`config.mk`:
```
export PLATFORM = sky130hd
export DESIGN_NAME = mem_port_arbiter_flat
export DESIGN_NICKNAME = d
export VERILOG_FILES = /design/src/rtl/mem_port_arbiter_if.sv /design/src/rtl/mem_port_arbiter.sv /design/src/flat_wrapper.sv
export SDC_FILE = /design/constraint.sdc
export NUM_CORES = 1
export LEC_CHECK = 0
export CAP_MARGIN = 10
export CORE_MARGIN = 5
export CORE_UTILIZATION = 57
export CTS_CLUSTER_SIZE = 28
export DETAILED_ROUTE_END_ITERATION = 8
export DONT_BUFFER_PORTS = 1
export PLACE_DENSITY = 0.8
export SLEW_MARGIN = 10
export SYNTH_ARGS = -nofsm -noshare
export SYNTH_HDL_FRONTEND = slang
export SYNTH_SLANG_ARGS = --single-unit
export TNS_END_PERCENT = 30
```
`constraint.sdc`:
```
create_clock -name clk_i -period 1.5 [get_ports clk_i]
set_input_delay 0.225 -clock clk_i [delete_from_list [all_inputs] [get_ports clk_i]]
set_output_delay 0.225 -clock clk_i [all_outputs]
set_load 0.005 [all_outputs]
```
`src/rtl/mem_port_arbiter_if.sv`:
```
// Bus bundle between the fetch/data requesters, the arbiter and the unified memory.
// master = arbiter side, slave = requesters plus memory.
interface mem_port_arbiter_if #(
    parameter int ADDR_W = 32,
    parameter int DATA_W = 32
);
    logic              if_req_i;
    logic [ADDR_W-1:0] if_addr_i;
    logic [DATA_W-1:0] if_rdata_o;
    logic              if_ack_o;
    logic              dm_req_i;
    logic              dm_we_i;
    logic [ADDR_W-1:0] dm_addr_i;
    logic [DATA_W-1:0] dm_wdata_i;
    logic [DATA_W-1:0] dm_rdata_o;
    logic              dm_ack_o;
    logic              mem_req_o;
    logic              mem_we_o;
    logic [ADDR_W-1:0] mem_addr_o;
    logic [DATA_W-1:0] mem_wdata_o;
    logic [DATA_W-1:0] mem_rdata_i;
    logic              mem_ready_i;
    logic              err_o;
    logic              stall_o;
    logic              busy_o;

    modport master (
        input  if_req_i, if_addr_i, dm_req_i, dm_we_i, dm_addr_i, dm_wdata_i,
               mem_rdata_i, mem_ready_i,
        output if_rdata_o, if_ack_o, dm_rdata_o, dm_ack_o, mem_req_o, mem_we_o,
               mem_addr_o, mem_wdata_o, err_o, stall_o, busy_o
    );

    modport slave (
        output if_req_i, if_addr_i, dm_req_i, dm_we_i, dm_addr_i, dm_wdata_i,
               mem_rdata_i, mem_ready_i,
        input  if_rdata_o, if_ack_o, dm_rdata_o, dm_ack_o, mem_req_o, mem_we_o,
               mem_addr_o, mem_wdata_o, err_o, stall_o, busy_o
    );
endinterface

```
`src/rtl/mem_port_arbiter.sv`:
```
// IF/MEM arbiter for a single-ported unified memory: data first, fetch starvation guard.
// Optional MEM_ARB_TIMEOUT_EN adds an error-ack after TIMEOUT cycles without mem_ready_i.
module mem_port_arbiter #(
    parameter int ADDR_W     = 32,
    parameter int DATA_W     = 32,
    parameter int STARVE_MAX = 4,
    parameter int TIMEOUT    = 16
) (
    input  logic          clk_i,
    input  logic          rst_i,
    mem_port_arbiter_if.master bus
);
    typedef enum logic [1:0] {IDLE, GNT_IF, GNT_DM} state_t;

    localparam int             SW         = $clog2(STARVE_MAX + 1);
    localparam logic [SW-1:0]  STREAK_MAX = SW'(STARVE_MAX);

    state_t            state, state_nx;
    logic [SW-1:0]     streak;
    logic              if_cand, dm_cand, grant_if, grant_dm, done, tmo_hit;
    logic [DATA_W-1:0] rd_mux;

    logic              if_ack, dm_ack, mem_req, mem_we;
    logic [ADDR_W-1:0] mem_addr;
    logic [DATA_W-1:0] mem_wdata, if_rdata, dm_rdata;

    // A requester being acked this cycle is still holding its old request: mask it.
    always_comb begin
        if_cand  = bus.if_req_i & ~if_ack;
        dm_cand  = bus.dm_req_i & ~dm_ack;
        grant_if = 1'b0;
        grant_dm = 1'b0;
        done     = 1'b0;
        state_nx = state;
        case (state)
            IDLE: begin
                if (if_cand && (!dm_cand || streak == STREAK_MAX)) begin
                    grant_if = 1'b1;
                    state_nx = GNT_IF;
                end else if (dm_cand) begin
                    grant_dm = 1'b1;
                    state_nx = GNT_DM;
                end
            end
            GNT_IF, GNT_DM: begin
                if (bus.mem_ready_i || tmo_hit) begin
                    done     = 1'b1;
                    state_nx = IDLE;
                end
            end
            default: state_nx = IDLE;
        endcase
    end

    always_ff @(posedge clk_i) begin
        if (!rst_i) begin
            state     <= IDLE;
            streak    <= '0;
            if_ack    <= 1'b0;
            dm_ack    <= 1'b0;
            mem_req   <= 1'b0;
            mem_we    <= 1'b0;
            mem_addr  <= '0;
            mem_wdata <= '0;
            if_rdata  <= '0;
            dm_rdata  <= '0;
        end else begin
            state  <= state_nx;
            if_ack <= done & (state == GNT_IF);
            dm_ack <= done & (state == GNT_DM);
            if (grant_if) begin
                mem_req   <= 1'b1;
                mem_we    <= 1'b0;
                mem_addr  <= bus.if_addr_i;
                mem_wdata <= '0;
                streak    <= '0;
            end else if (grant_dm) begin
                mem_req   <= 1'b1;
                mem_we    <= bus.dm_we_i;
                mem_addr  <= bus.dm_addr_i;
                mem_wdata <= bus.dm_wdata_i;
                // Streak only grows while fetch is actually waiting behind data.
                if (!bus.if_req_i)
                    streak <= '0;
                else if (streak != STREAK_MAX)
                    streak <= streak + 1'b1;
            end else if (done) begin
                mem_req <= 1'b0;
            end
            if (done && state == GNT_IF)
                if_rdata <= rd_mux;
            if (done && state == GNT_DM && !mem_we)
                dm_rdata <= rd_mux;
        end
    end

`ifdef MEM_ARB_TIMEOUT_EN
    localparam int            TW       = $clog2(TIMEOUT + 1);
    localparam logic [TW-1:0] TMO_LAST = TW'(TIMEOUT - 1);

    logic [TW-1:0] tmo_cnt;
    logic          err;

    // Fires on the TIMEOUT-th waiting cycle so the error ack lands TIMEOUT cycles after grant.
    assign tmo_hit = (state != IDLE) & ~bus.mem_ready_i & (tmo_cnt == TMO_LAST);
    assign rd_mux  = tmo_hit ? DATA_W'(32'hDEADBEEF) : bus.mem_rdata_i;

    always_ff @(posedge clk_i) begin
        if (!rst_i) begin
            tmo_cnt <= '0;
            err     <= 1'b0;
        end else begin
            err <= done & tmo_hit;
            if (state == IDLE)
                tmo_cnt <= '0;
            else if (!bus.mem_ready_i)
                tmo_cnt <= tmo_cnt + 1'b1;
        end
    end

    assign bus.err_o = err;
`else
    assign tmo_hit   = 1'b0;
    assign rd_mux    = bus.mem_rdata_i;
    assign bus.err_o = 1'b0;
`endif

    assign bus.if_ack_o    = if_ack;
    assign bus.dm_ack_o    = dm_ack;
    assign bus.if_rdata_o  = if_rdata;
    assign bus.dm_rdata_o  = dm_rdata;
    assign bus.mem_req_o   = mem_req;
    assign bus.mem_we_o    = mem_we;
    assign bus.mem_addr_o  = mem_addr;
    assign bus.mem_wdata_o = mem_wdata;
    assign bus.busy_o      = (state != IDLE);
    assign bus.stall_o     = (bus.if_req_i & ~if_ack) | (bus.dm_req_i & ~dm_ack);
endmodule

```
`src/flat_wrapper.sv`:
```
// flat-port wrapper written by rule: the top's interface ports become plain ports
module mem_port_arbiter_flat 
#(
    parameter int ADDR_W     = 32,
    parameter int DATA_W     = 32,
    parameter int STARVE_MAX = 4,
    parameter int TIMEOUT    = 16
)
  (clk_i, rst_i, bus_if_req_i, bus_if_addr_i, bus_dm_req_i, bus_dm_we_i, bus_dm_addr_i, bus_dm_wdata_i, bus_mem_rdata_i, bus_mem_ready_i, bus_if_rdata_o, bus_if_ack_o, bus_dm_rdata_o, bus_dm_ack_o, bus_mem_req_o, bus_mem_we_o, bus_mem_addr_o, bus_mem_wdata_o, bus_err_o, bus_stall_o, bus_busy_o);
  mem_port_arbiter_if #(.ADDR_W(ADDR_W), .DATA_W(DATA_W)) bus_i ();
  input  logic clk_i;
  input  logic rst_i;
  input wire logic [$bits(bus_i.if_req_i)-1:0] bus_if_req_i;
  input wire logic [$bits(bus_i.if_addr_i)-1:0] bus_if_addr_i;
  input wire logic [$bits(bus_i.dm_req_i)-1:0] bus_dm_req_i;
  input wire logic [$bits(bus_i.dm_we_i)-1:0] bus_dm_we_i;
  input wire logic [$bits(bus_i.dm_addr_i)-1:0] bus_dm_addr_i;
  input wire logic [$bits(bus_i.dm_wdata_i)-1:0] bus_dm_wdata_i;
  input wire logic [$bits(bus_i.mem_rdata_i)-1:0] bus_mem_rdata_i;
  input wire logic [$bits(bus_i.mem_ready_i)-1:0] bus_mem_ready_i;
  output wire logic [$bits(bus_i.if_rdata_o)-1:0] bus_if_rdata_o;
  output wire logic [$bits(bus_i.if_ack_o)-1:0] bus_if_ack_o;
  output wire logic [$bits(bus_i.dm_rdata_o)-1:0] bus_dm_rdata_o;
  output wire logic [$bits(bus_i.dm_ack_o)-1:0] bus_dm_ack_o;
  output wire logic [$bits(bus_i.mem_req_o)-1:0] bus_mem_req_o;
  output wire logic [$bits(bus_i.mem_we_o)-1:0] bus_mem_we_o;
  output wire logic [$bits(bus_i.mem_addr_o)-1:0] bus_mem_addr_o;
  output wire logic [$bits(bus_i.mem_wdata_o)-1:0] bus_mem_wdata_o;
  output wire logic [$bits(bus_i.err_o)-1:0] bus_err_o;
  output wire logic [$bits(bus_i.stall_o)-1:0] bus_stall_o;
  output wire logic [$bits(bus_i.busy_o)-1:0] bus_busy_o;
  assign bus_i.if_req_i = bus_if_req_i;
  assign bus_i.if_addr_i = bus_if_addr_i;
  assign bus_i.dm_req_i = bus_dm_req_i;
  assign bus_i.dm_we_i = bus_dm_we_i;
  assign bus_i.dm_addr_i = bus_dm_addr_i;
  assign bus_i.dm_wdata_i = bus_dm_wdata_i;
  assign bus_i.mem_rdata_i = bus_mem_rdata_i;
  assign bus_i.mem_ready_i = bus_mem_ready_i;
  assign bus_if_rdata_o = bus_i.if_rdata_o;
  assign bus_if_ack_o = bus_i.if_ack_o;
  assign bus_dm_rdata_o = bus_i.dm_rdata_o;
  assign bus_dm_ack_o = bus_i.dm_ack_o;
  assign bus_mem_req_o = bus_i.mem_req_o;
  assign bus_mem_we_o = bus_i.mem_we_o;
  assign bus_mem_addr_o = bus_i.mem_addr_o;
  assign bus_mem_wdata_o = bus_i.mem_wdata_o;
  assign bus_err_o = bus_i.err_o;
  assign bus_stall_o = bus_i.stall_o;
  assign bus_busy_o = bus_i.busy_o;
  mem_port_arbiter #(.ADDR_W(ADDR_W), .DATA_W(DATA_W), .STARVE_MAX(STARVE_MAX), .TIMEOUT(TIMEOUT)) u_core (.clk_i(clk_i), .rst_i(rst_i), .bus(bus_i));
endmodule
```
==> impl_results.md <==
- Outcome: complete, but fails checks
- Failing checks: negative setup slack
- Max-cap viol count: 0
- Standard-cell rows: 36
- Crit path required time: 1900 ps
- Die Span Y: 111 um
- FF+latch count, synth: 137
- Critical Path Max Stage Delay: 330 ps
- IO Port Bufs: 0
- VDD IR max: 0.00100 V
- EDFF count, synth: 0
- Power density over cell area: 1140 nW/um2
- Syn Inst Count: 679
- Setup violators final: 51
- Area grow syn2layout: 45.1%
- Slowest stage cell, crit path: dfxtp_2
- Avg Inst Size Synth: 8.50 um2
- First-pass GRT wire length: 33.1 mm
- Placed cell count: 768
- Synthesized area: 5770 um2
- CTS Buf Count: 17
- Final Net Count: 944
- Seq. cell area: 2750 um2
- Area occupied by multi-input gates: 2740 um2
- Routed WL: 26.0 mm
- Buf/Inv on CP: 3
- Crit path launch type: register
- Die area: 12200 um2
- Detail Route Antenna Nets: 0
- Yosys top cell area share: 0.475
- Power Total: 0.00957 W
- Clock Tree Root: clkbuf_8
- Post-Layout Cell Count: 952
- Pins Over Slew Limit: 0
- Synth top area cells: dfxtp_1, nand2_1, a211oi_2
- Crit end category: register
- Vias: 6604
- Routed len/inst: 27.3 um
- Initial Util: 0.588
- Total Routing Usage GR: 0.329
- RD Place Congestion: 0.835
- Most common cell in the netlist: dfxtp_1
- Clock slew at reported path FFs: 60 ps
- Sink Count: 137
- Clk_lat worst skew: 520 ps
- Synth top cells by count: dfxtp_1, nand2_1, a21oi_1, nand3_1, inv_1
- Boundary pin count: 269
- Final worst setup slack: -173 ps
- DRT iter0 DRCs: 1154
- DPL Wire Length: 11.3 mm
- Syn nets: 818
- Number of global-route vias before repair: 6100
- WP data arrival: 2080 ps
- Layout Utilization: 0.853
- Fill count: 464
- Bufs on Longest Clock Path: 2
- Area leader, netlist: dfxtp_1
- Horiz. Die Dim: 111 um
- Fin. Hold Viols: 0
- Distinct cells, synth: 38
- Seq/Total Area, Yosys: 0.475
- Yosys warning total: 0
- Crit path cell chain: inv_2 -> ha_4 -> and3b_2 -> buf_6 -> clkbuf_16 -> nand3_4 -> a211oi_2
- Max Fclk: 598 MHz
- Drt drc: 0
- Layout cell share with drive strength beyond 1: 0.175
- Final clock skew: 13.5 ps
- CTS tree: done
- Unrepaired setup endpoints after global routing: yes
- GRT Residual Overflow: 0
- Critical path class: reg -> reg
- Hold WC Path Type: in -> reg
- Fin crit share: 1.12
- Initial antenna violation count: 1
- H-tree Lvls: 4
- CP max FO: 6
- Vias per inst: 6.94
- Largest net degree at the start of global routing: 66
- Top delay family on crit path: buffers and inverters
- Pre-Repair DR Iteration Count: 6
- Async SR Flop Fraction: 0
- Core area: 9820 um2
- Minimum clock period: 1670 ps
- Leakage: 2.89 nW
- Post-synth top flop: dfxtp_1
==> worst paths after layout <==
check                            from                        end  slack [ps]  cells after the start
max                   u_core.state[0]  u_core.bus.mem_wdata_o[1]        -170                      7
max reg2reg           u_core.state[0]  u_core.bus.mem_wdata_o[1]        -170                      7
min reg2reg  u_core.bus.dm_rdata_o[0]   u_core.bus.dm_rdata_o[0]         480                      2
min                             rst_i  u_core.bus.mem_addr_o[29]          90                      2
==> cell usage in the layout, fill, tap and decap left out, drive strengths merged, types with 26 or more instances in the layout <==
| master | instances |
|---|---|
| nand2 | 132 |
| o21ai | 35 |
| a211oi | 36 |
| a21oi | 67 |
| dfxtp | 137 |
| nand3 | 66 |
| o311ai | 32 |
| inv | 41 |
| o211ai | 32 |
| buf | 37 |
| clkbuf | 26 |
| dlygate4sd3 | 132 |
==> layer usage <==
layer / vias up / global-route usage / share of wire
li1: 2673 / - / -
met1: 2993 / 0.366 / 0.32
met2: 716 / 0.550 / 0.46
met3: 222 / 0.112 / 0.13
met4: 0 / 0.182 / 0.081
met5: - / 0 / 0
==> flip-flops by register name, summed over array words and instances, names as in the netlist <==
| name | cells |
|---|---|
| u_core.bus.dm_ack_o | 1 |
| u_core.bus.dm_rdata_o | 32 |
| u_core.bus.if_ack_o | 1 |
| u_core.bus.if_rdata_o | 32 |
| u_core.bus.mem_addr_o | 32 |
| u_core.bus.mem_req_o | 1 |
| u_core.bus.mem_wdata_o | 32 |
| u_core.bus.mem_we_o | 1 |
| u_core.state | 2 |
| u_core.streak | 3 |
==> kinds of logic after synthesis <==
group | synth area share
simple gates | 0.170
other cells | 0.000650
compound gates | 0.261
fa+ha+maj | 0.0108
flops | 0.475
buf+inv | 0.0817
==> worst reg2reg max path: stages, from the launching register on <==
cell	delay [ps]
dfxtp_2	330
inv_2	90
ha_4	180
and3b_2	230
buf_6	150
clkbuf_16	160
nand3_4	90
a211oi_2	330
==> per-stage QoR <==
step / setup TNS [ps] / instance area, um2 / hold WS [ps] / worst slack (ps)
CTS: -40.0 / 7940 / 38.5 / -40.0
finish: -2730 / 8380 / 85.2 / -173
floorplan: 0 / 5800 / 361 / 0.448
detailed placement: -334 / 6000 / 356 / -83.4
global placement: 0 / 6000 / 349 / 44.6
global route: -4330 / 8370 / 67.3 / -196
==> layout make-up <==
cell class	instances	area share
flip-flops and latches	137	0.328
well taps	133	0.0199
inverters	38	0.0173
repair buffers	177	0.243
clock inverters	13	0.0145
diodes	2	0.000597
clock buffers	18	0.0499
multi-input cells	434	0.327
==> power by group <==
group	leakage, nW	internal (W)	total, W	switching [W]
clock network	0.262	0.00221	0.00392	0.00171
registers	1.12	0.00386	0.00407	0.000216
logic	1.51	0.000739	0.00158	0.000844
total	2.89	0.00680	0.00957	0.00277
==> what timing repair did <==
action | 4_1_cts | 5_1_grt
endpoints found under the hold margin | 136 | 0
pin swaps | 1 | 22
gates cloned | 1 | 12
setup buffers | 0 | 6
setup endpoints to repair | 15 | 71
resized for setup | 14 | 53
hold buffers | 132 | 0
No activity file was read; power rests on OpenSTA's default activity.
